### src/rtl/dispense_sequencer.sv
// dispense_sequencer: sequences one purchase through a shared dispense actuator.
// Tickets (codes 0..3) are offered first, then greedy change coins
// (codes 4..7 = 1, 5, 10, 50 yuan), one item per valid/ready transfer.
// Optional feature macro: CANCEL_REFUND_EN (cancel before the first ticket
// refunds refund_amt as coins instead of issuing tickets).
//
// Handshake: an item is transferred on a rising edge where act_valid and
// act_ready are both high. act_valid and act_code are decoded from state only,
// so they never depend on act_ready, and act_code is stable while an offer waits.
// Every offer is followed by one gap cycle with act_valid low.
module dispense_sequencer #(
  parameter int ACK_TIMEOUT = 16
) (
  input  logic       clk,
  input  logic       rst,
  input  logic       start,
  input  logic       cancel,
  input  logic [1:0] ticket_type,
  input  logic [1:0] ticket_count,
  input  logic [7:0] change_amt,
  input  logic [7:0] refund_amt,
  input  logic       act_ready,
  output logic       act_valid,
  output logic [2:0] act_code,
  output logic       busy,
  output logic       done,
  output logic       fault,
  output logic [2:0] tk_issued
);

  typedef enum logic [2:0] {
    S_IDLE, S_TICKET, S_TK_GAP, S_CHANGE, S_CH_GAP, S_DONE, S_FAULT
  } state_t;

  // state is left as a plain internal signal so checkers can bind to it.
  state_t     state, state_n;
  logic [1:0] type_q, type_n;
  logic [2:0] tk_left, tk_left_n;
  logic [7:0] remain, remain_n;
  logic [2:0] issued_n;
  logic [7:0] wait_cnt, wait_n;
  logic [2:0] coin_code;
  logic [7:0] coin_val;
  logic       offering, xfer, timed_out, cancel_refund;

  assign offering  = (state == S_TICKET) || (state == S_CHANGE);
  assign xfer      = offering & act_ready;
  assign timed_out = offering & ~act_ready & (wait_cnt == 8'(ACK_TIMEOUT - 1));

`ifdef CANCEL_REFUND_EN
  // Refund is only possible while no ticket has left the machine; a cancel
  // that coincides with a completed ticket transfer loses to the transfer.
  assign cancel_refund = cancel && (tk_issued == 3'd0) &&
                         (((state == S_TICKET) && !act_ready) || (state == S_TK_GAP));
`else
  assign cancel_refund = 1'b0;
  logic unused_refund;
  assign unused_refund = ^refund_amt;
`endif

  // Greedy coin choice for the current remainder; never exceeds remain.
  always_comb begin
    coin_code = 3'd4;
    coin_val  = 8'd1;
    if (remain >= 8'd50) begin
      coin_code = 3'd7;
      coin_val  = 8'd50;
    end else if (remain >= 8'd10) begin
      coin_code = 3'd6;
      coin_val  = 8'd10;
    end else if (remain >= 8'd5) begin
      coin_code = 3'd5;
      coin_val  = 8'd5;
    end
  end

  // Actuator offer and status flags decoded from the current state.
  always_comb begin
    act_valid = 1'b0;
    act_code  = 3'd0;
    case (state)
      S_TICKET: begin
        act_valid = 1'b1;
        act_code  = {1'b0, type_q};
      end
      S_CHANGE: begin
        act_valid = 1'b1;
        act_code  = coin_code;
      end
      default: ;
    endcase
  end

  assign busy  = (state != S_IDLE);
  assign done  = (state == S_DONE);
  assign fault = (state == S_FAULT);

  // Next-state and datapath update; every register holds unless changed.
  always_comb begin
    state_n   = state;
    type_n    = type_q;
    tk_left_n = tk_left;
    remain_n  = remain;
    issued_n  = tk_issued;
    wait_n    = wait_cnt;
    case (state)
      S_IDLE: begin
        if (start) begin
          type_n    = ticket_type;
          tk_left_n = {1'b0, ticket_count} + 3'd1;
          remain_n  = change_amt;
          issued_n  = 3'd0;
          wait_n    = 8'd0;
          state_n   = S_TICKET;
        end
      end
      S_TICKET: begin
        if (xfer) begin
          tk_left_n = tk_left - 3'd1;
          issued_n  = tk_issued + 3'd1;
          state_n   = S_TK_GAP;
        end else if (cancel_refund) begin
          // Withdraw the offer through the change gap so act_valid drops
          // for a cycle before the refund coins (or DONE) follow.
          remain_n  = refund_amt;
          tk_left_n = 3'd0;
          state_n   = S_CH_GAP;
        end else if (timed_out) begin
          state_n = S_FAULT;
        end else if (!act_ready) begin
          wait_n = wait_cnt + 8'd1;
        end
      end
      S_TK_GAP: begin
        wait_n = 8'd0;
        if (cancel_refund) begin
          remain_n  = refund_amt;
          tk_left_n = 3'd0;
          state_n   = S_CH_GAP;
        end else if (tk_left != 3'd0) begin
          state_n = S_TICKET;
        end else if (remain != 8'd0) begin
          state_n = S_CHANGE;
        end else begin
          state_n = S_DONE;
        end
      end
      S_CHANGE: begin
        if (xfer) begin
          remain_n = remain - coin_val;
          state_n  = S_CH_GAP;
        end else if (timed_out) begin
          state_n = S_FAULT;
        end else if (!act_ready) begin
          wait_n = wait_cnt + 8'd1;
        end
      end
      S_CH_GAP: begin
        wait_n = 8'd0;
        if (remain != 8'd0) state_n = S_CHANGE;
        else                state_n = S_DONE;
      end
      S_DONE: state_n = S_IDLE;
      S_FAULT: begin
        if (cancel) begin
          issued_n = 3'd0;
          state_n  = S_IDLE;
        end
      end
      default: state_n = S_IDLE;
    endcase
  end

  // State and datapath registers; reset aborts any item in flight.
  always_ff @(posedge clk or negedge rst) begin
    if (!rst) begin
      state     <= S_IDLE;
      type_q    <= 2'd0;
      tk_left   <= 3'd0;
      remain    <= 8'd0;
      tk_issued <= 3'd0;
      wait_cnt  <= 8'd0;
    end else begin
      state     <= state_n;
      type_q    <= type_n;
      tk_left   <= tk_left_n;
      remain    <= remain_n;
      tk_issued <= issued_n;
      wait_cnt  <= wait_n;
    end
  end

endmodule

### config.mk
export PLATFORM = sky130hd
export DESIGN_NAME = dispense_sequencer
export DESIGN_NICKNAME = d
export VERILOG_FILES = /design/src/rtl/dispense_sequencer.sv
export SDC_FILE = /design/constraint.sdc
export NUM_CORES = 1
export LEC_CHECK = 0
export CORE_MARGIN = 1
export CORE_UTILIZATION = 51
export DETAILED_ROUTE_END_ITERATION = 6
export GPL_ROUTABILITY_DRIVEN = 1
export HOLD_SLACK_MARGIN = 0.08
export PLACE_DENSITY = 0.79
export SLEW_MARGIN = 30
export SYNTH_ARGS = -nofsm -noshare
export SYNTH_HDL_FRONTEND = slang
export SYNTH_SLANG_ARGS = --single-unit
### constraint.sdc
create_clock -name clk -period 3.82 [get_ports clk]
set_clock_uncertainty 0.15 [all_clocks]
set_input_delay 1.146 -clock clk [delete_from_list [all_inputs] [get_ports clk]]
set_output_delay 1.146 -clock clk [all_outputs]
set_load 0.005 [all_outputs]
# Word level (Yosys, flattened, before mapping)
# Index checks and enable logic that the tools add are counted.
[classes]
add_sub_neg = 5
order_cmp = 3
eq_ne = 14
mux = 30
bitwise_logic = 4
n_reduce_logical = 17
[ops]
columns = ["operator", "n"]
rows = [
  ["8-bit two-way mux", 8],
  ["3-bit two-way mux", 14],
  ["8-bit case mux with 3 select lines", 1],
  ["3-bit case mux with 6 select lines", 1],
  ["8-bit case mux with 2 select lines", 1],
  ["2-bit inequality test (second input constant)", 7],
  ["3-bit case mux with 2 select lines", 2],
  ["3-bit nonzero test", 4],
  ["3-bit equality test (second input constant)", 3],
  ["3-bit case mux with 3 select lines", 1],
  ["8-bit by 1-bit adder with 8-bit output (second input constant)", 1],
  ["8-bit by 4-bit equality test with 1-bit output (second input constant)", 1],
  ["8-bit by 3-bit >= comparator with 1-bit output (second input constant)", 1],
  ["8-bit by 4-bit >= comparator with 1-bit output (second input constant)", 1],
  ["8-bit by 6-bit >= comparator with 1-bit output (second input constant)", 1],
  ["8-bit nonzero test", 1],
  ["8-bit subtractor", 1],
  ["3-bit by 2-bit equality test with 1-bit output (second input constant)", 2],
  ["3-bit AND reduction", 2],
  ["5-bit AND reduction", 1],
  ["2-bit AND reduction", 2],
  ["4-bit AND reduction", 1],
  ["2-bit nonzero test", 2],
  ["2-bit OR reduction", 2],
  ["other kinds (9)", 12],
]
[totals]
ff_bits = 27
input_bits = 25
out_inout_bits = 10
elab_cells = 79

# Depth between registers and ports, before layout
# Gate-level depths: netlist (run 1).
[depth]
depth_word = 7
depth_mapped = 10
depth_no_buf = 10

# Worst setup path before layout (run 1)
# OpenSTA, ideal clock, no wires.
[synth_path]
kind = "reg2reg"
from = "reg remain[1]"
to = "reg remain[7]"
setup_ns = 0.131
arrival_ns = 2.720
t_required_ns = 3.539
slack_ns = 0.819
stages_incl_launch_ff = 10
n_path_buf = 0
period_less_slack_ns = 3.001
path_cell_list = "dfrtp_1 > or3_1 > a311oi_1 > nand2_1 > ha_1 > o21a_1 > o31a_1 > o221a_1 > o311a_1 > or3_1"
[synth_via]
elab_chain_len = 7
elab_cells_between_ends = 9
cone_classes = "1 x add/sub; 3 x order compare; 5 x mux"
[synth_rtl]
columns = ["item", "line_no", "text"]
rows = [
  ["start, declared", "39", "logic [7:0] remain, remain_n;"],
  ["start signal, assigned", "187", "remain <= remain_n;"],
  ["8-bit by 3-bit >= comparator with 1-bit output", "71", "end else if (remain >= 8'd5) begin"],
  ["3-bit two-way mux", "71", ""],
  ["8-bit two-way mux", "68", "end else if (remain >= 8'd10) begin"],
  ["8-bit two-way mux", "65", "if (remain >= 8'd50) begin"],
  ["8-bit subtractor *", "150", "remain_n = remain - coin_val;"],
  ["8-bit two-way mux *", "149", "if (xfer) begin"],
  ["8-bit case mux with 2 select lines *", "106", "case (state)"],
]
# Mark *: on every way between the ends. The rest lies on a longest branch, timed or not. The select of a mux whose other input is x is not followed.
# A chain may end at the register's enable or synchronous reset.

# Worst setup path after layout (run 1)
[layout_path]
from = "reg remain[6]"
to = "out act_code[0]"
[layout_via]
elab_chain_len = 5
elab_cells_between_ends = 7
cone_classes = "3 x order compare; 4 x mux"
[layout_rtl]
columns = ["item", "line_no", "text"]
rows = [
  ["8-bit by 3-bit >= comparator with 1-bit output", "71", ""],
  ["1-bit two-way mux", "71", ""],
  ["3-bit two-way mux", "68", ""],
  ["3-bit two-way mux *", "65", ""],
  ["3-bit case mux with 2 select lines *", "81", "case (state)"],
  ["end, declared", "24", "output logic [2:0] act_code,"],
]
# Mark *: on every way between the ends. The rest lies on a longest branch, timed or not.

==> reports/results.env, run 1 <==
WL_PER_CELL_UM=13.2
YOSYS_WARNINGS=0
HTREE_LEVELS=1
PLACE.GP.CONGESTION=0.771
WORST_SKEW_PAIR.LATE_LATENCY_NS=0.34
SYNTH.NET_COUNT=255
NUMCTSBUFFERS=3
YOSYS.CELL_TYPES.COUNT=50
POWER_LEAKAGE_nW=0.967
POWER.DENSITY_CELL_AREA_nW_PER_UM2=724
CRIT_PATH_START_KIND='flip-flop'
DETAILEDPLACEMENTHPWL_MM=2.92
AVERAGE_VIAS_PER_PLACED_INSTANCE=5.75
REPORT.FINAL.HOLD_VIOL_COUNT=0
INSTANCES_NO_FILL=291
ANTENNA_CELLS=0
IO_PINS=35
HOLDWS_NS=0.365
SYNTH-ASYNC-RESET-RATIO=1.00
SYNTH.LARGEST_AREA_CELL='sky130_fd_sc_hd__dfrtp_1'
WORST_HOLD_PATH.ENDPOINT='wait_cnt[7]'
FINAL-SETUP-VIOL-COUNT=0
MAX-CLOCK-PATH-BUFFERS=2
SYNTH_ENABLE_FLOP_CELLS=0
WORST_PIN_SLEW_NS=0.583
TIMING.CRITICAL_PATH.ARRIVAL_NS=2.39
TIMING_LIMITED_MAXIMUM_FREQUENCY_MHz=272
SYNTH_MOST_COMMON_CELL='sky130_fd_sc_hd__dfrtp_1'
DIE_H_UM=62.1
WORST_SETUP_PATH_END_KIND='output port'
FINAL.MIN_CLOCK_PERIOD_NS=3.68
WORST_HOLD_PATH_TYPE='reg2reg'
SYNTH_AREA_LEADERS='sky130_fd_sc_hd__dfrtp_1, sky130_fd_sc_hd__ha_1, sky130_fd_sc_hd__a21oi_1'
GRT_PASS1_WL_MM=6.28
CTS_SETUP_BUFFERS=0
CTS_ROOT_BUFFER='sky130_fd_sc_hd__clkbuf_4'
POST_ROUTE_CELLS_DRIVE_ABOVE_1_SHARE=0.0857
CRITICAL_PATH.REG2REG.STARTPOINT='remain[1]'
PLACED_CELLS=287
WORST-R2R-SETUP-SLACK_NS=0.65
SYNTHESIS.INSTANCES=218
TIGHTEST_SLEW_MARGIN_RELATIVE_TO_THE_LIMIT=0.612
ROUTE.DETAILED.DRC=0
WORST_SETUP_HOLD_PATH_CLK_SLEW_NS=0.17
SYNTH_AREA_UM2=1840
VDD_IR_DROP_MAX_mV=0.414
RSZ0062_AT_GRT='no'
SYNTH_FF_TYPE='sky130_fd_sc_hd__dfrtp_1'
OUTCOME='finished clean'
GRT_MAX_DEGREE=28
YOSYSSEQAREASHARE=0.367
GR-USAGE-ALL-LAYERS=0.219
CTS_NUM_SINKS=27
DETAIL_ROUTE.FIRST_PASS.ITERATIONS=4
SYNTH.TOP_CELL.AREA_SHARE=0.367
DETAIL_ROUTE.ITER0.VIOLATIONS=113
FLOORPLAN.ROWS=21
FINALCRITPERIODSHARE=0.964
WIRELENGTH_MM=3.85
ANTENNA_LEFT=0
SYNTH_COMMON_CELLS='sky130_fd_sc_hd__dfrtp_1, sky130_fd_sc_hd__nand2_1, sky130_fd_sc_hd__nor2_1'
PLACE.PORT_BUFFERS=26
REQUIRED_NS=2.52
POST_SYNTH.CELL_AREA_AVG_UM2=8.44
DESIGN.DIE.AREA_UM2=3850
SLEW_VIOL_FINAL=0
TRITONCTS='built'
VIAS=1673
WORSTHOLDSTART='wait_cnt[7]'
REGTOREGENDPOINT='remain[7]'
NFILLCELLS=284
DIE-WIDTH_UM=62.1
AREA_GROWTH_PCT=19.0
CORE_UM2=3390
YOSYS_REGISTER_BITS=27
GRT.OVERFLOW.TOTAL=0
FINAL.SETUP.TNS_NS=0
START_UTIL=0.543
SETUP.WORST_PATH.CLASS='reg2out'
VIA_COUNT_OF_THE_FIRST_GLOBAL_ROUTING_PASS=1465
HOLD_PATH_DEPTH=1
GRT_ANTENNA_BEFORE_REPAIR=0
FINALNETCOUNT=283
CRIT_PATH_MAX_FANOUT=6
TIMING.MAX_CAP.VIOLATIONS=0
R2R_CELLS=10
==> per-layer routing <==
| layer | global-route usage | wire length, µm |
|---|---|---|
| met1 | 0.292 | 1810 |
| met2 | 0.381 | 1860 |
| met3 | 0.0373 | 155 |
| met4 | 0.0317 | 28 |
| met5 | 0 | 0 |
==> repair_timing <==
action | in CTS | in global routing
setup endpoints to repair | 0 | 1
resized for setup | 0 | 2
hold buffers | 0 | 0
==> registers in the layout (all words and copies together) (netlist names) <==
signal / cells
wait_cnt: 8
state: 3
remain: 8
tk_issued: 3
tk_left: 3
type_q: 2
==> worst max-delay path: stages (launching register included) <==
cell	delay, ns
sky130_fd_sc_hd__dfrtp_2	0.47
sky130_fd_sc_hd__or4_4	0.56
sky130_fd_sc_hd__o21bai_1	0.21
sky130_fd_sc_hd__a21oi_1	0.20
sky130_fd_sc_hd__a21o_1	0.11
sky130_fd_sc_hd__clkdlybuf4s50_1	0.49
==> stage by stage <==
step           setup WS (ns)  area (µm²)  power, mW  utilization
6_report               0.138        2190       1.58        0.646
5_1_grt               0.0113        2190       1.74        0.646
4_1_cts               0.0902        2180       1.58        0.644
3_5_place_dp           0.500        2160       1.45        0.636
3_3_place_gp           0.511        2160       1.42        0.636
2_1_floorplan          0.819        1840       1.17            -
==> cell usage in the layout (no fill, tap or decap), types with 2 or more instances in the layout <==
| cell | n |
|---|---|
| sky130_fd_sc_hd__o31ai_1 | 5 |
| sky130_fd_sc_hd__ha_1 | 11 |
| sky130_fd_sc_hd__nor3_1 | 5 |
| sky130_fd_sc_hd__inv_1 | 12 |
| sky130_fd_sc_hd__nand2b_1 | 2 |
| sky130_fd_sc_hd__dfrtp_1 | 26 |
| sky130_fd_sc_hd__nor2b_1 | 3 |
| sky130_fd_sc_hd__clkbuf_4 | 3 |
| sky130_fd_sc_hd__a311oi_1 | 2 |
| sky130_fd_sc_hd__or2_2 | 2 |
| sky130_fd_sc_hd__a21o_1 | 3 |
| sky130_fd_sc_hd__a211oi_1 | 2 |
| sky130_fd_sc_hd__buf_4 | 4 |
| sky130_fd_sc_hd__nand3b_1 | 2 |
| sky130_fd_sc_hd__o31a_1 | 2 |
| sky130_fd_sc_hd__nand2_1 | 22 |
| sky130_fd_sc_hd__o21ai_0 | 20 |
| sky130_fd_sc_hd__o21a_1 | 3 |
| sky130_fd_sc_hd__and3_1 | 3 |
| sky130_fd_sc_hd__clkdlybuf4s50_1 | 26 |
| sky130_fd_sc_hd__nor2_1 | 21 |
| sky130_fd_sc_hd__or3_1 | 4 |
| sky130_fd_sc_hd__nor4_1 | 2 |
| sky130_fd_sc_hd__mux2_2 | 2 |
| sky130_fd_sc_hd__a21oi_1 | 20 |
| sky130_fd_sc_hd__nand3_1 | 11 |
| sky130_fd_sc_hd__or4_4 | 2 |
==> worst max path at each step <==
stage	startpoint	end	slack, ns	depth (start not counted)
detailed placement	remain[6]	act_code[0]	0.50	5
global route	remain[6]	act_code[0]	0.01	5
finish	remain[6]	act_code[0]	0.14	5
global placement	remain[6]	act_code[0]	0.51	5
floorplan	remain[1]	remain[7]	0.82	9
CTS	remain[6]	act_code[0]	0.09	5
==> cell type report <==
cell class / count / area (µm²) / area share
Multi-Input combinational cell: 170 / 1080 / 0.495
Sequential cell: 27 / 677 / 0.309
Clock buffer: 3 / 22.5 / 0.0103
Clock inverter: 1 / 5.00 / 0.00229
Timing Repair Buffer: 30 / 290 / 0.133
Tap cell: 46 / 57.6 / 0.0263
Inverter: 14 / 52.6 / 0.0240
==> kinds of logic (layout without fill, tap and decap cells) <==
kind of cell / Yosys count / count (layout) / share of synthesized area
flip-flops: 27 / 27 / 0.367
adder cells (fa/ha/maj): 12 / 12 / 0.0857
multiplexers: 3 / 3 / 0.0177
buffers and inverters: 21 / 48 / 0.0456
AO/OA/AOI/OAI: 70 / 70 / 0.242
AND/OR/NAND/NOR: 85 / 85 / 0.241
==> power by group <==
| part | internal (mW) | total (mW) | switching, mW |
|---|---|---|---|
| registers | 0.392 | 0.521 | 0.129 |
| logic | 0.435 | 0.934 | 0.499 |
| clock network | 0.0393 | 0.128 | 0.0891 |
| total | 0.866 | 1.58 | 0.717 |
Power figures use the tool's default switching activity.
==> inputs of run 2 (changes only) <==
ABC_AREA = 1   (was not set)
PLACE_DENSITY = 0.77   (was 0.79)
==> run 2 against run 1 <==
  * Global-route usage up 0.58 points
  * Sequential share of layout area down 2.5 points
  * Setup slack better by 0.18 ns
  * Die area up 9.4%
  * Sequential cell count unchanged
  * Sequential power down 6.0%
  * Register-to-register slack better by 0.65 ns
  * Critical endpoint unchanged
  * Largest power group unchanged
==> reports/results.env, run 2 <==
VIA_COUNT_OF_THE_FIRST_GLOBAL_ROUTING_PASS=1741
YOSYS_WARNINGS=0
SLEW_VIOL_FINAL=0
PLACE.PORT_BUFFERS=26
DIE-WIDTH_UM=64.9
SYNTH.LARGEST_AREA_CELL='sky130_fd_sc_hd__dfrtp_1'
FINALNETCOUNT=339
ANTENNA_CELLS=0
NFILLCELLS=344
FINAL_CORE_UTILIZATION=0.638
GRT_ANTENNA_BEFORE_REPAIR=0
MAX-CLOCK-PATH-BUFFERS=2
WIRELENGTH_MM=4.09
FINAL_COMMON_CELL='sky130_fd_sc_hd__nand2_1'
SLOWEST_STAGE='sky130_fd_sc_hd__clkdlybuf4s50_1'
POWER.DENSITY_CELL_AREA_nW_PER_UM2=820
TOP_REGS='remain: 8 flops, wait_cnt: 8 flops'
HOLDWS_NS=0.375
MULTI_INPUT_GATE_AREA_UM2=1190
START_UTIL=0.543
SYNTH.NET_COUNT=309
NUMCTSBUFFERS=3
YOSYS_REGISTER_BITS=27
DESIGN.DIE.AREA_UM2=4210
GRT_PASS1_WL_MM=7.49
TIMING.CRITICAL_PATH.ARRIVAL_NS=2.20
CRIT_PATH_MAX_FANOUT=5
FINAL.MIN_CLOCK_PERIOD_NS=3.50
SYNTH_ENABLE_FLOP_CELLS=0
CORE_UM2=3720
FLOORPLAN.ROWS=22
TIMING.MAX_CAP.VIOLATIONS=0
TIGHTEST_SLEW_MARGIN_RELATIVE_TO_THE_LIMIT=0.717
YOSYSSEQAREASHARE=0.335
SETUP.WORST_PATH.CLASS='reg2out'
IO_PINS=35
ANTENNA_LEFT=0
WORST_SETUP_PATH_END_KIND='output port'
GRT_MAX_DEGREE=28
CRIT_PATH_CELL_TRACE='o21ai_0, nand4_1, or2_2, nand2_1, nand2_1, nand2_1, clkdlybuf4s50_1'
CRIT_TOP_CELL='sky130_fd_sc_hd__nand2_1'
ROUTE.DETAILED.DRC=0
HOLD_PATH_DEPTH=2
FINAL.SETUP.TNS_NS=0
REPORT.FINAL.HOLD_VIOL_COUNT=0
FINALCRITPERIODSHARE=0.916
CTS_NUM_SINKS=27
CTS_SETUP_BUFFERS=0
SYNTH_MOST_COMMON_CELL='sky130_fd_sc_hd__nand2_1'
AREA_GROWTH_PCT=17.5
TIMING_LIMITED_MAXIMUM_FREQUENCY_MHz=286
POST_ROUTE_CELLS_DRIVE_ABOVE_1_SHARE=0.106
WORST_SKEW_PAIR.LATE_LATENCY_NS=0.27
WORST_HOLD_PATH_TYPE='reg2reg'
DETAILEDPLACEMENTHPWL_MM=3.09
FINAL_CELL_MIX='sky130_fd_sc_hd__nand2_1, sky130_fd_sc_hd__inv_1, sky130_fd_sc_hd__dfrtp_1'
SYNTHESIS.INSTANCES=272
POWER_LEAKAGE_nW=1.18
TIMING.CRITICAL_PATH.SLOWEST_CELL_DELAY_NS=0.49
AVERAGE_VIAS_PER_PLACED_INSTANCE=5.10
PLACE.GP.CONGESTION=0.867
SYNTH_AREA_UM2=2020
REGAREA_UM2=676
POSTCTS_RESIZE_CNT=0
OUTCOME='finished clean'
HTREE_LEVELS=1
POST_SYNTH.CELL_AREA_AVG_UM2=7.42
REQUIRED_NS=2.52
GR-USAGE-ALL-LAYERS=0.225
GRT.OVERFLOW.TOTAL=0
TRITONCTS='built'
WORST_PIN_SLEW_NS=0.423
YOSYS.CELL_TYPES.COUNT=34
CRIT_PATH_START_KIND='flip-flop'
WORST_SETUP_HOLD_PATH_CLK_SLEW_NS=0.10
SYNTH_FF_TYPE='sky130_fd_sc_hd__dfrtp_1'
VDD_IR_DROP_MAX_mV=0.427
DIE_H_UM=64.9
DETAIL_ROUTE.ITER0.VIOLATIONS=101
SYNTH.TOP_CELL.AREA_SHARE=0.335
R2R_CELLS=11
FINAL.SETUP.WORST_SLACK_NS=0.323
CTS_ROOT_BUFFER='sky130_fd_sc_hd__clkbuf_8'
VIAS=1780
DETAIL_ROUTE.FIRST_PASS.ITERATIONS=4
SYNTH_COMMON_CELLS='sky130_fd_sc_hd__nand2_1, sky130_fd_sc_hd__dfrtp_1, sky130_fd_sc_hd__inv_1'
RSZ0062_AT_GRT='no'
NUMBER_OF_BUFFERS_ADDED_TO_FIX_HOLD_VIOLATIONS_AFTER_CTS=0
PLACEMENT.SETUP.WORST_SLACK_NS=0.632
FINAL-SETUP-VIOL-COUNT=0
SYNTH-ASYNC-RESET-RATIO=1.00
WL_PER_CELL_UM=11.7
SYNTH_AREA_LEADERS='sky130_fd_sc_hd__dfrtp_1, sky130_fd_sc_hd__nand2_1, sky130_fd_sc_hd__ha_1'
run 2: worst paths after layout:
check	from	end	slack (ns)
max reg2reg	remain[2]	remain[7]	1.30
min reg2reg	wait_cnt[7]	wait_cnt[7]	0.37
min in group asynchronous	rst	tk_left[2]	1.09
min	wait_cnt[7]	wait_cnt[7]	0.37
max	remain[2]	act_code[0]	0.32
max in group asynchronous	rst	wait_cnt[2]	2.16
run 2: cells by family after synthesis:
family                   Yosys count  synth area share
buffers and inverters             34            0.0775
AO/OA/AOI/OAI                     38             0.113
XOR/XNOR                           5            0.0217
multiplexers                       2            0.0112
flip-flops                        27             0.335
AND/OR/NAND/NOR                  154             0.363
adder cells (fa/ha/maj)           12            0.0781
run 2: power breakdown:
part | internal, mW | switching, mW
registers | 0.393 | 0.0970
clock network | 0.0731 | 0.0925
logic | 0.526 | 0.763
total | 0.992 | 0.952
run 2: stage by stage:
step                cell area, µm²  cells  total power, mW
floorplan                     2020    272             1.47
CTS                           2370    349             1.95
finish                        2370    349             1.94
detailed placement            2330    345             1.78
global placement              2330    345             1.74
global route                  2370    349             2.17
run 2: layout make-up:
type | count | share of cell area
multi-input cells | 211 | 0.500
flip-flops and latches | 27 | 0.285
repair buffers | 27 | 0.113
inverters | 32 | 0.0575
well taps | 48 | 0.0253
clock buffers | 3 | 0.0174
clock inverters | 1 | 0.00211
run 2: critical path: cells and delay by family (launching register included):
| kind | cells | cell delay (ns) |
|---|---|---|
| DFF | 1 | 0.43 |
| AOI/OAI and AO/OA | 1 | 0.18 |
| buffers and inverters | 1 | 0.49 |
| and+or+nand+nor | 5 | 0.83 |
run 2: routing by layer:
metal	wire (µm)	up-vias	global-route usage
met5	0	-	0
met4	40	0	0.0722
met3	142	4	0.0264
met2	1890	37	0.385
met1	2010	795	0.292
li1	-	944	-
